### src/rtl/ps2_pkg.sv
// Shared PS/2 definitions: FSM encoding, keyboard command bytes and default timing values.
package ps2_pkg;

  typedef logic [2:0] ps2_state_t;

  localparam ps2_state_t StIdle     = 3'd0;
  localparam ps2_state_t StInhibit  = 3'd1;
  localparam ps2_state_t StReq      = 3'd2;
  localparam ps2_state_t StData     = 3'd3;
  localparam ps2_state_t StParity   = 3'd4;
  localparam ps2_state_t StStop     = 3'd5;
  localparam ps2_state_t StAck      = 3'd6;
  localparam ps2_state_t StWaitIdle = 3'd7;

  localparam logic [7:0] CMD_RESET    = 8'hFF;
  localparam logic [7:0] CMD_SET_LED  = 8'hED;
  localparam logic [7:0] CMD_ENABLE   = 8'hF4;
  localparam logic [7:0] CMD_ACK_RESP = 8'hFA;

  localparam int unsigned DefInhibitCycles = 12000;
  localparam int unsigned DefTimeoutCycles = 2000000;
  localparam int unsigned DefFilterLen     = 8;

  function automatic logic odd_parity(input logic [7:0] b);
    return ~^b;
  endfunction

endpackage

### src/rtl/ps2_edge_filter.sv
// PS/2 clock conditioning: 2-flop synchroniser, run-length glitch filter and falling-edge pulse.
module ps2_edge_filter import ps2_pkg::*; #(
  parameter int unsigned FILTER_LEN = DefFilterLen
) (
  input  logic clk,
  input  logic rstn,
  input  logic raw_i,
  output logic filt_o,
  output logic fall_o
);

  localparam int unsigned CntW = $clog2(FILTER_LEN + 1);

  logic [1:0]      sync_q;
  logic            filt_q, filt_d;
  logic [CntW-1:0] cnt_q, cnt_d;
  logic            fall_q;

  // Filter output only follows after FILTER_LEN consecutive samples disagree with it.
  always_comb begin
    filt_d = filt_q;
    cnt_d  = '0;
    if (sync_q[1] != filt_q) begin
      if (cnt_q == CntW'(FILTER_LEN - 1)) begin
        filt_d = sync_q[1];
      end else begin
        cnt_d = cnt_q + CntW'(1);
      end
    end
  end

  always_ff @(posedge clk or negedge rstn) begin
    if (!rstn) begin
      sync_q <= 2'b11;
      filt_q <= 1'b1;
      cnt_q  <= '0;
      fall_q <= 1'b0;
    end else begin
      sync_q <= {sync_q[0], raw_i};
      filt_q <= filt_d;
      cnt_q  <= cnt_d;
      fall_q <= filt_q & ~filt_d;
    end
  end

  assign filt_o = filt_q;
  assign fall_o = fall_q;

endmodule

### src/rtl/ps2_host_tx.sv
// Host-to-device PS/2 command transmitter driving open-drain clock/data enables.
// Define PS2_HOST_TX_RETRY_EN to retry a NACKed byte once before reporting.
module ps2_host_tx import ps2_pkg::*; #(
  parameter int unsigned INHIBIT_CYCLES = DefInhibitCycles,
  parameter int unsigned TIMEOUT_CYCLES = DefTimeoutCycles,
  parameter int unsigned FILTER_LEN     = DefFilterLen
) (
  input  logic       clk,
  input  logic       rstn,
  input  logic       tx_valid,
  output logic       tx_ready,
  input  logic [7:0] tx_data,
  input  logic       ps2_clk_in,
  input  logic       ps2_data_in,
  output logic       ps2_clk_oe,
  output logic       ps2_data_oe,
  output logic       busy,
  output logic       done,
  output logic       ack_ok,
  output logic       err_timeout
);

  localparam int unsigned CntMax = (TIMEOUT_CYCLES > INHIBIT_CYCLES) ? TIMEOUT_CYCLES
                                                                     : INHIBIT_CYCLES;
  localparam int unsigned CntW   = $clog2(CntMax + 1);

  logic            clk_filt, fall;
  logic [1:0]      data_sync_q;
  logic            data_sync;

  ps2_state_t      state_q, state_d;
  logic [7:0]      byte_q, byte_d;
  logic            par_q, par_d;
  logic [2:0]      bit_q, bit_d;
  logic [CntW-1:0] cnt_q, cnt_d;
  logic            clk_oe_q, clk_oe_d;
  logic            data_oe_q, data_oe_d;
  logic            busy_q, busy_d;
  logic            done_q, done_d;
  logic            ack_q, ack_d;
  logic            err_q, err_d;
  logic            ready_q, ready_d;
  logic            timed, enter_inhibit;
`ifdef PS2_HOST_TX_RETRY_EN
  logic            retried_q, retried_d;
`endif

  ps2_edge_filter #(
    .FILTER_LEN (FILTER_LEN)
  ) u_clk_filter (
    .clk    (clk),
    .rstn   (rstn),
    .raw_i  (ps2_clk_in),
    .filt_o (clk_filt),
    .fall_o (fall)
  );

  assign data_sync = data_sync_q[1];

  always_comb begin
    state_d       = state_q;
    byte_d        = byte_q;
    par_d         = par_q;
    bit_d         = bit_q;
    cnt_d         = cnt_q;
    clk_oe_d      = clk_oe_q;
    data_oe_d     = data_oe_q;
    busy_d        = busy_q;
    done_d        = 1'b0;
    ack_d         = 1'b0;
    err_d         = 1'b0;
    enter_inhibit = 1'b0;
`ifdef PS2_HOST_TX_RETRY_EN
    retried_d     = retried_q;
`endif

    // The device owns the clock from REQ onward; any silent gap counts towards the timeout.
    timed = (state_q != StIdle) && (state_q != StInhibit);
    if (timed) begin
      cnt_d = fall ? '0 : cnt_q + CntW'(1);
    end

    case (state_q)
      StIdle: begin
        if (tx_valid && ready_q) begin
          byte_d        = tx_data;
          par_d         = odd_parity(tx_data);
          busy_d        = 1'b1;
          enter_inhibit = 1'b1;
`ifdef PS2_HOST_TX_RETRY_EN
          retried_d     = 1'b0;
`endif
        end
      end
      StInhibit: begin
        cnt_d = cnt_q + CntW'(1);
        if (cnt_q == CntW'(INHIBIT_CYCLES - 1)) begin
          clk_oe_d = 1'b0;
          cnt_d    = '0;
          state_d  = StReq;
        end else if (cnt_q == CntW'(INHIBIT_CYCLES - 2)) begin
          data_oe_d = 1'b1;
        end
      end
      StReq: begin
        bit_d   = 3'd0;
        state_d = StData;
      end
      StData: begin
        if (fall) begin
          data_oe_d = ~byte_q[bit_q];
          if (bit_q == 3'd7) begin
            state_d = StParity;
          end else begin
            bit_d = bit_q + 3'd1;
          end
        end
      end
      StParity: begin
        if (fall) begin
          data_oe_d = ~par_q;
          state_d   = StStop;
        end
      end
      StStop: begin
        if (fall) begin
          data_oe_d = 1'b0;
          state_d   = StAck;
        end
      end
      StAck: begin
        if (fall) begin
          if (!data_sync) begin
            state_d = StWaitIdle;
          end else begin
`ifdef PS2_HOST_TX_RETRY_EN
            if (!retried_q) begin
              retried_d     = 1'b1;
              enter_inhibit = 1'b1;
            end else begin
              done_d  = 1'b1;
              busy_d  = 1'b0;
              state_d = StIdle;
            end
`else
            done_d  = 1'b1;
            busy_d  = 1'b0;
            state_d = StIdle;
`endif
          end
        end
      end
      StWaitIdle: begin
        if (clk_filt && data_sync) begin
          done_d  = 1'b1;
          ack_d   = 1'b1;
          busy_d  = 1'b0;
          state_d = StIdle;
        end
      end
      default: state_d = StIdle;
    endcase

    if (enter_inhibit) begin
      state_d   = StInhibit;
      cnt_d     = '0;
      bit_d     = 3'd0;
      clk_oe_d  = 1'b1;
      data_oe_d = (INHIBIT_CYCLES == 1);
    end

    if (timed && !fall && (cnt_q == CntW'(TIMEOUT_CYCLES - 1))) begin
      state_d   = StIdle;
      clk_oe_d  = 1'b0;
      data_oe_d = 1'b0;
      busy_d    = 1'b0;
      done_d    = 1'b1;
      ack_d     = 1'b0;
      err_d     = 1'b1;
    end

    // Held low through the done cycle so a new byte is never accepted alongside the report.
    ready_d = (state_d == StIdle) && !done_d;
  end

  always_ff @(posedge clk or negedge rstn) begin
    if (!rstn) begin
      data_sync_q <= 2'b11;
      state_q     <= StIdle;
      byte_q      <= '0;
      par_q       <= 1'b0;
      bit_q       <= '0;
      cnt_q       <= '0;
      clk_oe_q    <= 1'b0;
      data_oe_q   <= 1'b0;
      busy_q      <= 1'b0;
      done_q      <= 1'b0;
      ack_q       <= 1'b0;
      err_q       <= 1'b0;
      ready_q     <= 1'b0;
`ifdef PS2_HOST_TX_RETRY_EN
      retried_q   <= 1'b0;
`endif
    end else begin
      data_sync_q <= {data_sync_q[0], ps2_data_in};
      state_q     <= state_d;
      byte_q      <= byte_d;
      par_q       <= par_d;
      bit_q       <= bit_d;
      cnt_q       <= cnt_d;
      clk_oe_q    <= clk_oe_d;
      data_oe_q   <= data_oe_d;
      busy_q      <= busy_d;
      done_q      <= done_d;
      ack_q       <= ack_d;
      err_q       <= err_d;
      ready_q     <= ready_d;
`ifdef PS2_HOST_TX_RETRY_EN
      retried_q   <= retried_d;
`endif
    end
  end

  assign tx_ready    = ready_q;
  assign ps2_clk_oe  = clk_oe_q;
  assign ps2_data_oe = data_oe_q;
  assign busy        = busy_q;
  assign done        = done_q;
  assign ack_ok      = ack_q;
  assign err_timeout = err_q;

endmodule

### config.mk
export PLATFORM = sky130hd
export DESIGN_NAME = ps2_host_tx
export DESIGN_NICKNAME = d
export VERILOG_FILES = /design/src/rtl/ps2_pkg.sv /design/src/rtl/ps2_edge_filter.sv /design/src/rtl/ps2_host_tx.sv
export SDC_FILE = /design/constraint.sdc
export NUM_CORES = 1
export LEC_CHECK = 0
export ABC_AREA = 1
export BUFFER_PORTS_ARGS = -buffer_cell sky130_fd_sc_hd__buf_2
export CORE_MARGIN = 4
export CORE_UTILIZATION = 37
export DETAILED_ROUTE_END_ITERATION = 7
export PLACE_DENSITY = 0.61
export SLEW_MARGIN = 20
export SYNTH_ARGS = -nofsm -noshare
export SYNTH_HDL_FRONTEND = slang
export SYNTH_SLANG_ARGS = --single-unit
### constraint.sdc
create_clock -name clk -period 1.4 [get_ports clk]
set_input_delay 0.07 -clock clk [delete_from_list [all_inputs] [get_ports clk]]
set_output_delay 0.07 -clock clk [all_outputs]
set_load 0.1 [all_outputs]
* Word level (Yosys, flattened, before mapping)
Index checks and enable logic that the tools add are counted.
** Storage, ports and cells
- Register bits after elaboration :: 53
- Input port bits :: 13
- Output and inout port bits :: 7
** Cells by class
- Add/subtract/negate cells :: 3
- $lt $le $gt $ge :: 1
- Equality and inequality tests :: 25
- Multiplexer cells :: 54
- Bitwise operators :: 4
- Reduce and logical (&&, ||, !) cells :: 23
** Operator list (count)
- two-way mux 21 bit :: 5
- == test 21 x 14 -> 1 bit, second input constant :: 2
- two-way mux 3 bit :: 13
- two-way mux 1 bit :: 28
- adder 21 x 1 -> 21 bit, second input constant :: 1
- == test 21 bit, second input constant :: 1
- case mux 3 bit (7 select lines) :: 1
- == test 3 bit, second input constant :: 5
- nonzero test 3 bit :: 5
- inequality test 3 bit, second input constant :: 4
- inequality test 4 x 3 -> 1 bit, second input constant :: 3
- two-way mux 4 bit :: 2
- inequality test 4 bit, second input constant :: 2
- XNOR reduction 8 bit :: 1
- == test 3 x 2 -> 1 bit, second input constant :: 2
- logical AND 1 bit :: 6
- zero test 3 bit :: 2
- inequality test 3 x 2 -> 1 bit, second input constant :: 2
- case mux 3 bit (2 select lines) :: 1
- AND reduction 6 bit :: 1
- nonzero test 6 bit :: 1
- AND reduction 5 bit :: 1
- adder 4 x 1 -> 4 bit, second input constant :: 1
- == test 4 x 3 -> 1 bit, second input constant :: 1
- other kinds (15) :: 19

* Longest topological paths before layout
Gate-level depths: netlist (run 1).
- Depth after elaboration :: 8
- Gate-level depth with buffers :: 12
- Gate-level depth less buffers :: 12

* Cells and area by module
Synthesis (run 1) repeated with hierarchy kept, for this count alone.
** Unflattened totals
- Cell total of the unflattened synthesis :: 428
- Area, all modules :: 3173.0 sq um
** Modules (own cells, without submodules)
- ps2_host_tx :: instances 1, cells an instance 397, area an instance 2839.0 sq um, sequential area each 1128.6 sq um
- ps2_edge_filter :: instances 1, cells an instance 31, area an instance 334.1 sq um, sequential area each 203.9 sq um

* Least setup slack after synthesis (run 1)
No wires, ideal clock.
- Path type :: register to register
- Start :: register ready_q, in the netlist tx_ready
- End :: register bit_q[0]
- Setup time :: 0.083 ns
- Data arrival time :: 1.752 ns
- Setup slack :: -0.435 ns
- Stages on the path, launching flop included :: 7
- Path buffers :: 0
- Cell sequence :: dfrtp_1 -> nand2_1 -> inv_1 -> nand2_2 -> a21oi_1 -> nand3_1 -> o21ai_0
** Between the ends
- Word-level cells in the longest chain between the ends :: 5
- Elaborated cells on any way between the ends :: 8
- Classes of those cells :: 2 x eq/ne; 3 x mux; 3 x reduce/logical
** RTL lines
- from (decl) :: RTL line ps2_host_tx.sv:42 : logic ready_q, ready_d;
- from (signal assigned) :: RTL line ps2_host_tx.sv:217 : ready_q <= ready_d;
- logical AND 1 bit (*) :: RTL line ps2_host_tx.sv:85 : if (tx_valid && ready_q) begin
- two-way mux 1 bit (*) :: RTL line ps2_host_tx.sv:85
- two-way mux 1 bit (*) :: RTL line ps2_host_tx.sv:83 : case (state_q)
- inequality test 3 x 2 -> 1 bit (no line), or another cell as far along
- AND reduction 3 bit (no line)
- to (signal assigned) :: RTL line ps2_host_tx.sv:209 : bit_q <= bit_d;
- to (decl) :: RTL line ps2_host_tx.sv:34 : logic [2:0] bit_q, bit_d;
Mark *: on every way between the ends. The rest lies on a longest branch, timed or not.
A chain may end at the register's enable or synchronous reset.

* Worst setup path in the final report (run 1)
- Start :: register cnt_q[1]
- End :: register cnt_q[2]
** Between the ends
- Word-level cells in the longest chain between the ends :: 5
- Elaborated cells on any way between the ends :: 7
- Classes of those cells :: 1 x add/sub; 1 x eq/ne; 5 x mux
** RTL lines
- from (decl) :: RTL line ps2_host_tx.sv:35 : logic [CntW-1:0] cnt_q, cnt_d;
- from (signal assigned) :: RTL line ps2_host_tx.sv:210 : cnt_q <= cnt_d;
- adder 21 x 1 -> 21 bit :: RTL line ps2_host_tx.sv:80, ps2_host_tx.sv:96
- two-way mux 21 bit :: RTL line ps2_host_tx.sv:80 : cnt_d = fall ? '0 : cnt_q + CntW'(1);
- two-way mux 21 bit :: RTL line ps2_host_tx.sv:79 : if (timed) begin
- two-way mux 21 bit (*) :: RTL line ps2_host_tx.sv:83
- two-way mux 21 bit (*) :: RTL line ps2_host_tx.sv:164 : if (enter_inhibit) begin
Mark *: on every way between the ends. The rest lies on a longest branch, timed or not. The select of a mux whose other input is x is not followed.

==> results of run 1 <==
[registers in the layout, summed over array words and instances, names as in the netlist, 2 cells and up]
| name | count |
|---|---|
| byte_q | 8 |
| u_clk_filter.sync_q | 2 |
| bit_q | 3 |
| state_q | 3 |
| cnt_q | 21 |
| u_clk_filter.cnt_q | 4 |
| data_sync_q | 2 |
[per-stage QoR]
step | worst slack (ns) | std cells | power, mW | cell area, um2
2_1_floorplan | -0.113 | 378 | 1.83 | 2980
3_3_place_gp | -0.195 | 548 | 1.92 | 3590
3_5_place_dp | -0.223 | 548 | 1.93 | 3590
4_1_cts | -0.215 | 571 | 3.03 | 3980
5_1_grt | -0.336 | 590 | 3.16 | 4280
6_report | -0.246 | 590 | 3.02 | 4280
[what timing repair did]
item                                    4_1_cts  5_1_grt
hold endpoints to repair                     58        0
pin swaps                                     5       13
hold buffers                                 11        0
endpoints found under the setup margin       33       42
setup buffers                                 3       19
cloned                                        1        0
gates resized for setup                      33       45
[metal layers]
layer / track usage [%] / share of wire [%] / vias to the layer above
li1: - / - / 1446
met1: 21.9 / 46 / 1335
met2: 26.2 / 49 / 54
met3: 2.37 / 3.5 / 8
met4: 3.94 / 1.4 / 0
met5: 0 / 0 / -
[worst max path at each step]
| stage | end | slack (ns) | depth (start not counted) |
|---|---|---|---|
| floorplan | ps2_data_oe | -0.11 | 12 |
| global placement | cnt_q[11] | -0.19 | 10 |
| detailed placement | cnt_q[18] | -0.22 | 9 |
| CTS | cnt_q[18] | -0.21 | 9 |
| global route | cnt_q[2] | -0.34 | 10 |
| finish | cnt_q[2] | -0.25 | 10 |
[cell families (layout without fill, tap and decap cells)]
kind of cell,after synthesis,count (layout),synth area share (%)
buf+inv,52,161,7.11
simple gates,204,205,31.9
xor+xnor,16,16,4.71
compound gates,48,48,9.42
fa+ha+maj,5,5,2.10
flops,53,53,44.8
[cells in the final DEF, fill, tap and decap left out, drive strengths merged, types with 11 or more instances in the layout]
cell / count
buf: 96
nand2: 110
inv: 45
dlygate4sd3: 11
nand3: 41
o21ai: 23
nor2: 41
dfrtp: 48
a21oi: 12
[power groups by stage]
| stage | Clock, mW | Sequential [mW] | Combinational (mW) |
|---|---|---|---|
| after floorplan | 0 | 1.66 | 0.163 |
| after global placement | 0 | 1.67 | 0.250 |
| after detailed placement | 0 | 1.67 | 0.257 |
| after CTS | 1.10 | 1.65 | 0.285 |
| after global routing | 1.18 | 1.66 | 0.325 |
| final | 1.09 | 1.64 | 0.290 |
[cell type report]
| type | count | area (um2) |
|---|---|---|
| inverter | 46 | 184 |
| fill | 698 | 3490 |
| tap | 102 | 128 |
| timing repair buffer | 107 | 818 |
| clock buffer | 7 | 86.3 |
| multi-input combinational | 274 | 1690 |
| sequential | 53 | 1340 |
| clock inverter | 1 | 30.0 |
[worst max-delay path: stages (launching register included)]
cell     delay, ns
dfrtp_1       0.39
ha_2          0.20
nand2_2       0.07
nor2_4        0.16
inv_2         0.08
nor2_4        0.11
nand2_2       0.08
nand2_4       0.12
nand2_8       0.11
a21oi_1       0.15
nor2_1        0.06
==> run metrics, run 1 <==
Final period util=118%; layout cells sized above 1=38.3%; RSZ-0062 raised after global routing=true; Pwr Density=706 nW/um2; Required @ worst endpoint=1.60 ns; number of top-level pins=20; Total Routing Usage GR=15.9%; leading area contributor after synthesis=dfrtp_1; core area=7770 um2; Root Driver=clkbuf_8; r2r startpoint=cnt_q[1]; GPL Wtd Cong=0.899; CTS max path bufs=2; Syn Area/Cell=7.87 um2; top post-synthesis cells by count=99 x nand2_1, 48 x dfrtp_1, 40 x nand3_1; Clock Power Share=35.9%; initial antenna violation count=0; Post-Syn Area=2980 um2; count leader, synth=nand2_1; R2R cell count=10; PortBufs=19; status=finished with violations; worst min-delay path endpoint=cnt_q[18]; Area Growth Syn to Fin=43.8%; min-delay src=tx_valid; final setup fails=32; WL per Instance=13.2 um; Yosys reg bits=53; relative slew slack=66.8%; Critical Path Fanout Max=8; Worst-Margin Slew=0.501 ns; switching power=0.711 mW; Overflow after GRT=0; worst hold stages=6; nets@finish=505; ys flop type=dfrtp_1; HP Class=input port to flip-flop; vias in the first global route=2687; worst hold margin=0.233 ns; Antenna Nets Post-Route=0; failing checks=negative setup slack; number of synthesized flops with an enable pin=0; Peak VDD IR=0.000508 V; chip width=97.7 um; TritonCTS buffer count=5; Vias/cell=4.82; max-cap violation count=0; routed vias=2843; crit path DAT=1.85 ns; sequential share of the synthesized area=44.8%; Clock Sink Count=53; Setup CP Type=flip-flop to flip-flop; CTS tree=built; Layout Skew=0.00661 ns; Iteration-0 DRC Markers=168; Leak=2.09 nW; Die Span Y=97.7 um; largest net degree at the start of global routing=54; Final Max Slew Viols=0; Worst-path clk slew=0.10 ns; post-synth net total=396; Flop pwr share=54.5%; R2R setup slack=-0.25 ns; Rows=32; worst skew pair latency=0.31 ns; post-synthesis async set-or-reset flop share=100%; drt first pass iters=4; Yosys warnings=0; Startpoint Class=flip-flop; Max H-tree Level=2; final hold violations=0; cell count after synthesis=378; Cell variety after synth=35; Synth top area share=40.4%; fin worst setup slack=-0.246 ns; Setup crit end kind=flip-flop; Power Internal=2.31 mW; first-pass GRT wire length=12500 um; Final min period=1.65 ns; Net Sw Frac=23.5%; Die ar.=9540 um2; Reg-to-Reg End=cnt_q[2]; drt drc=0; synth top area cells=dfrtp_1 40%, nand2_1 12%, nand3_1 6.7%, inv_1 4.7%, dfstp_2 4.4%; post-DP HPWL=5240 um; post-layout util=55.1%; combinational share of power=9.6%; TNS Setup=-5.71 ns; crit path launch=cnt_q[1]; initial core utilization=38.3%; n_diodes=0; final wirelength=7810 um; FMAX=608 MHz
Power figures use the tool's default switching activity.
==> run 2: changes to the inputs <==
==> constraint.sdc (replaced) <==
create_clock -name clk -period 1.4 [get_ports clk]
set_input_delay 0.28 -clock clk [delete_from_list [all_inputs] [get_ports clk]]
set_output_delay 0.28 -clock clk [all_outputs]
set_load 0.1 [all_outputs]
==> run 2 against run 1 <==
Net effect: the flow still finishes with violations (negative setup slack); clock power shrank 12%; sequential power barely moved; die area is the same; via count shrank 2.2%; total power decreased by 5.1%; worst hold slack lost 0.18 ns; utilization fell by 1.5 points; flip-flop and latch count did not move; wire length is 6.2% lower; highest routed layer unchanged.
==> run metrics, run 2 (synthesis results as in run 1) <==
Die Span Y=97.7 um (unchanged); commonest non-fill, non-tap cells in the layout=90 x nand2_1, 74 x buf_4, 46 x dfrtp_1, 31 x inv_1, 31 x nand3_1; max-cap violation count=0 (unchanged); post-DP HPWL=5150 um (-1.6%); n_diodes=0 (unchanged); Critical Path Fanout Max=8 (unchanged); Layout Skew=0.00939 ns (+0.00278 ns); fin worst setup slack=-0.214 ns (+0.0323 ns); first-pass GRT wire length=12800 um (+2.1%); layout cells sized above 1=38.9% (+0.59 points); failing checks=negative setup slack; Iteration-0 DRC Markers=134 (-20%); initial core utilization=38.3% (unchanged); WL per Instance=12.6 um (-4.5%); Biggest register=cnt_q; CTS max path bufs=2 (unchanged); drt drc=0 (unchanged); Final Max Slew Viols=0 (unchanged); CTS tree=built; crit path DAT=1.82 ns (-0.03 ns); Setup CP Type=flip-flop to flip-flop; FMAX=620 MHz (+2.0%); worst skew pair latency=0.32 ns (about the same); Crit path largest cell delay=0.38 ns (about the same); Max H-tree Level=2 (unchanged); GPL Wtd Cong=0.949 (+5.6%); Antenna Nets Post-Route=0 (unchanged); TritonCTS buffer count=5 (unchanged); Power, Total=2.86 mW (-5.1%); chip width=97.7 um (unchanged); Area Growth Syn to Fin=39.9%; Die ar.=9540 um2 (unchanged); Setup crit end kind=flip-flop; PortBufs=19 (unchanged); status=finished with violations; Place WS=-0.212 ns (+0.0112 ns); Startpoint Class=flip-flop; crit path cell chain=ha_2, nand2_2, nor2_4, inv_2, nor2_4, nand2_2, nand2_4, buf_12, nand2_8, nand3_1, o21ai_1; Peak VDD IR=0.000722 V (+42%); Final period util=115% (-2.3 points); Clock Sink Count=53 (unchanged); fill count=733 (+5.0%); Worst-path clk slew=0.10 ns (about the same); final setup fails=28 (-13%); routed vias=2781 (-2.2%); Regs by FF count=cnt_q x21, byte_q x8, u_clk_filter.cnt_q x4; Final min period=1.61 ns (-0.0323 ns); Critical-path top delay cell=dfrtp_1; vias in the first global route=2780 (+3.5%); initial antenna violation count=0 (unchanged); number of top-level pins=20 (unchanged); Leak=2.04 nW (-2.3%); drt first pass iters=4 (unchanged); core area=7770 um2 (unchanged); commonest non-fill, non-tap cell in the layout=nand2_1; nets@finish=495 (-2.0%); Root Driver=clkbuf_8; largest net degree at the start of global routing=54 (unchanged); Total Routing Usage GR=16.3% (+0.40 points); Required @ worst endpoint=1.61 ns (about the same); RSZ-0062 raised after global routing=true; relative slew slack=67.6% (+0.78 points); Overflow after GRT=0 (unchanged); final hold violations=0 (unchanged); Largest register FFs=21 (unchanged); final wirelength=7330 um (-6.2%); HP Class=input port to flip-flop; Rows=32 (unchanged); Pwr Density=688 nW/um2 (-2.5%); Vias/cell=4.79 (-0.49%); TNS Setup=-4.09 ns (+1.62 ns); Worst-Margin Slew=0.490 ns (-0.0117 ns)
## run 2: cell count changes in the layout (fill, tap and decap cells not counted), moves of 3 or more
cell,before,now
o21ai_2,5,2
buf_6,6,2
buf_4,70,74
buf_12,1,4
o21ai_1,10,15
dlygate4sd3_1,11,1
nor2_2,0,6
nor2_4,12,8
buf_2,19,14
## run 2: area by class of cell
class	count	area (um2)	share of cell area, %
Clock buffer	6	82.6	1.98
Multi-Input combinational cell	274	1660	39.9
Inverter	46	183	4.39
Tap cell	102	128	3.06
Sequential cell	53	1340	32.1
Clock inverter	2	17.5	0.421
Timing Repair Buffer	97	753	18.1
## run 2: through the flow
stage	hold slack, ns	std cells	area [um2]	util (%)
2_1_floorplan	-0.0156	378	2980	-
4_1_cts	0.0415	571	3940	50.7
3_3_place_gp	0.302	558	3700	47.6
6_report	0.0507	580	4160	53.6
5_1_grt	0.0314	580	4160	53.6
3_5_place_dp	0.298	558	3700	47.6
## run 2: worst max-delay path: cells and delay by family (launching register included)
family | cells | cell delay [ns]
buf+inv | 2 | 0.19
compound gates | 1 | 0.06
fa+ha+maj | 1 | 0.19
simple gates | 7 | 0.68
flops | 1 | 0.38
## run 2: what timing repair did
item	CTS	global route
hold buffers	1	0
endpoints found under the hold margin	48	0
buffers inserted	3	9
pin swaps	8	20
gates resized for setup	31	41
setup endpoints to repair	33	44
cloned	1	0
## run 2: final timing paths
| kind | from | endpoint | slack, ns | depth (start not counted) |
|---|---|---|---|---|
| max | cnt_q[0] | cnt_q[12] | -0.21 | 11 |
| min | ps2_data_in | data_sync_q[0] | 0.05 | 1 |
| max reg2reg | cnt_q[0] | cnt_q[12] | -0.21 | 11 |
| min reg2reg | data_sync_q[0] | data_sync_q[1] | 0.36 | 0 |
| max in group asynchronous | rstn | data_sync_q[1] | 0.61 | 3 |
| min in group asynchronous | rstn | cnt_q[9] | 0.47 | 3 |
## run 2: per-layer routing
layer	routed length, um	track usage [%]	part of all wire, %	vias to the layer above
li1	-	-	-	1424
met1	3450	21.8	47	1309
met2	3520	26.3	48	39
met3	222	3.59	3.0	9
met4	127	5.01	1.7	0
met5	0	0	0	-
## run 2: power by group
group          leakage, nW  total [mW]  internal, mW  switching (mW)
Clock               0.0518       0.959         0.412           0.547
Sequential           0.670        1.65          1.60          0.0448
Combinational         1.32       0.261         0.107           0.153
Total                 2.04        2.86          2.12           0.745
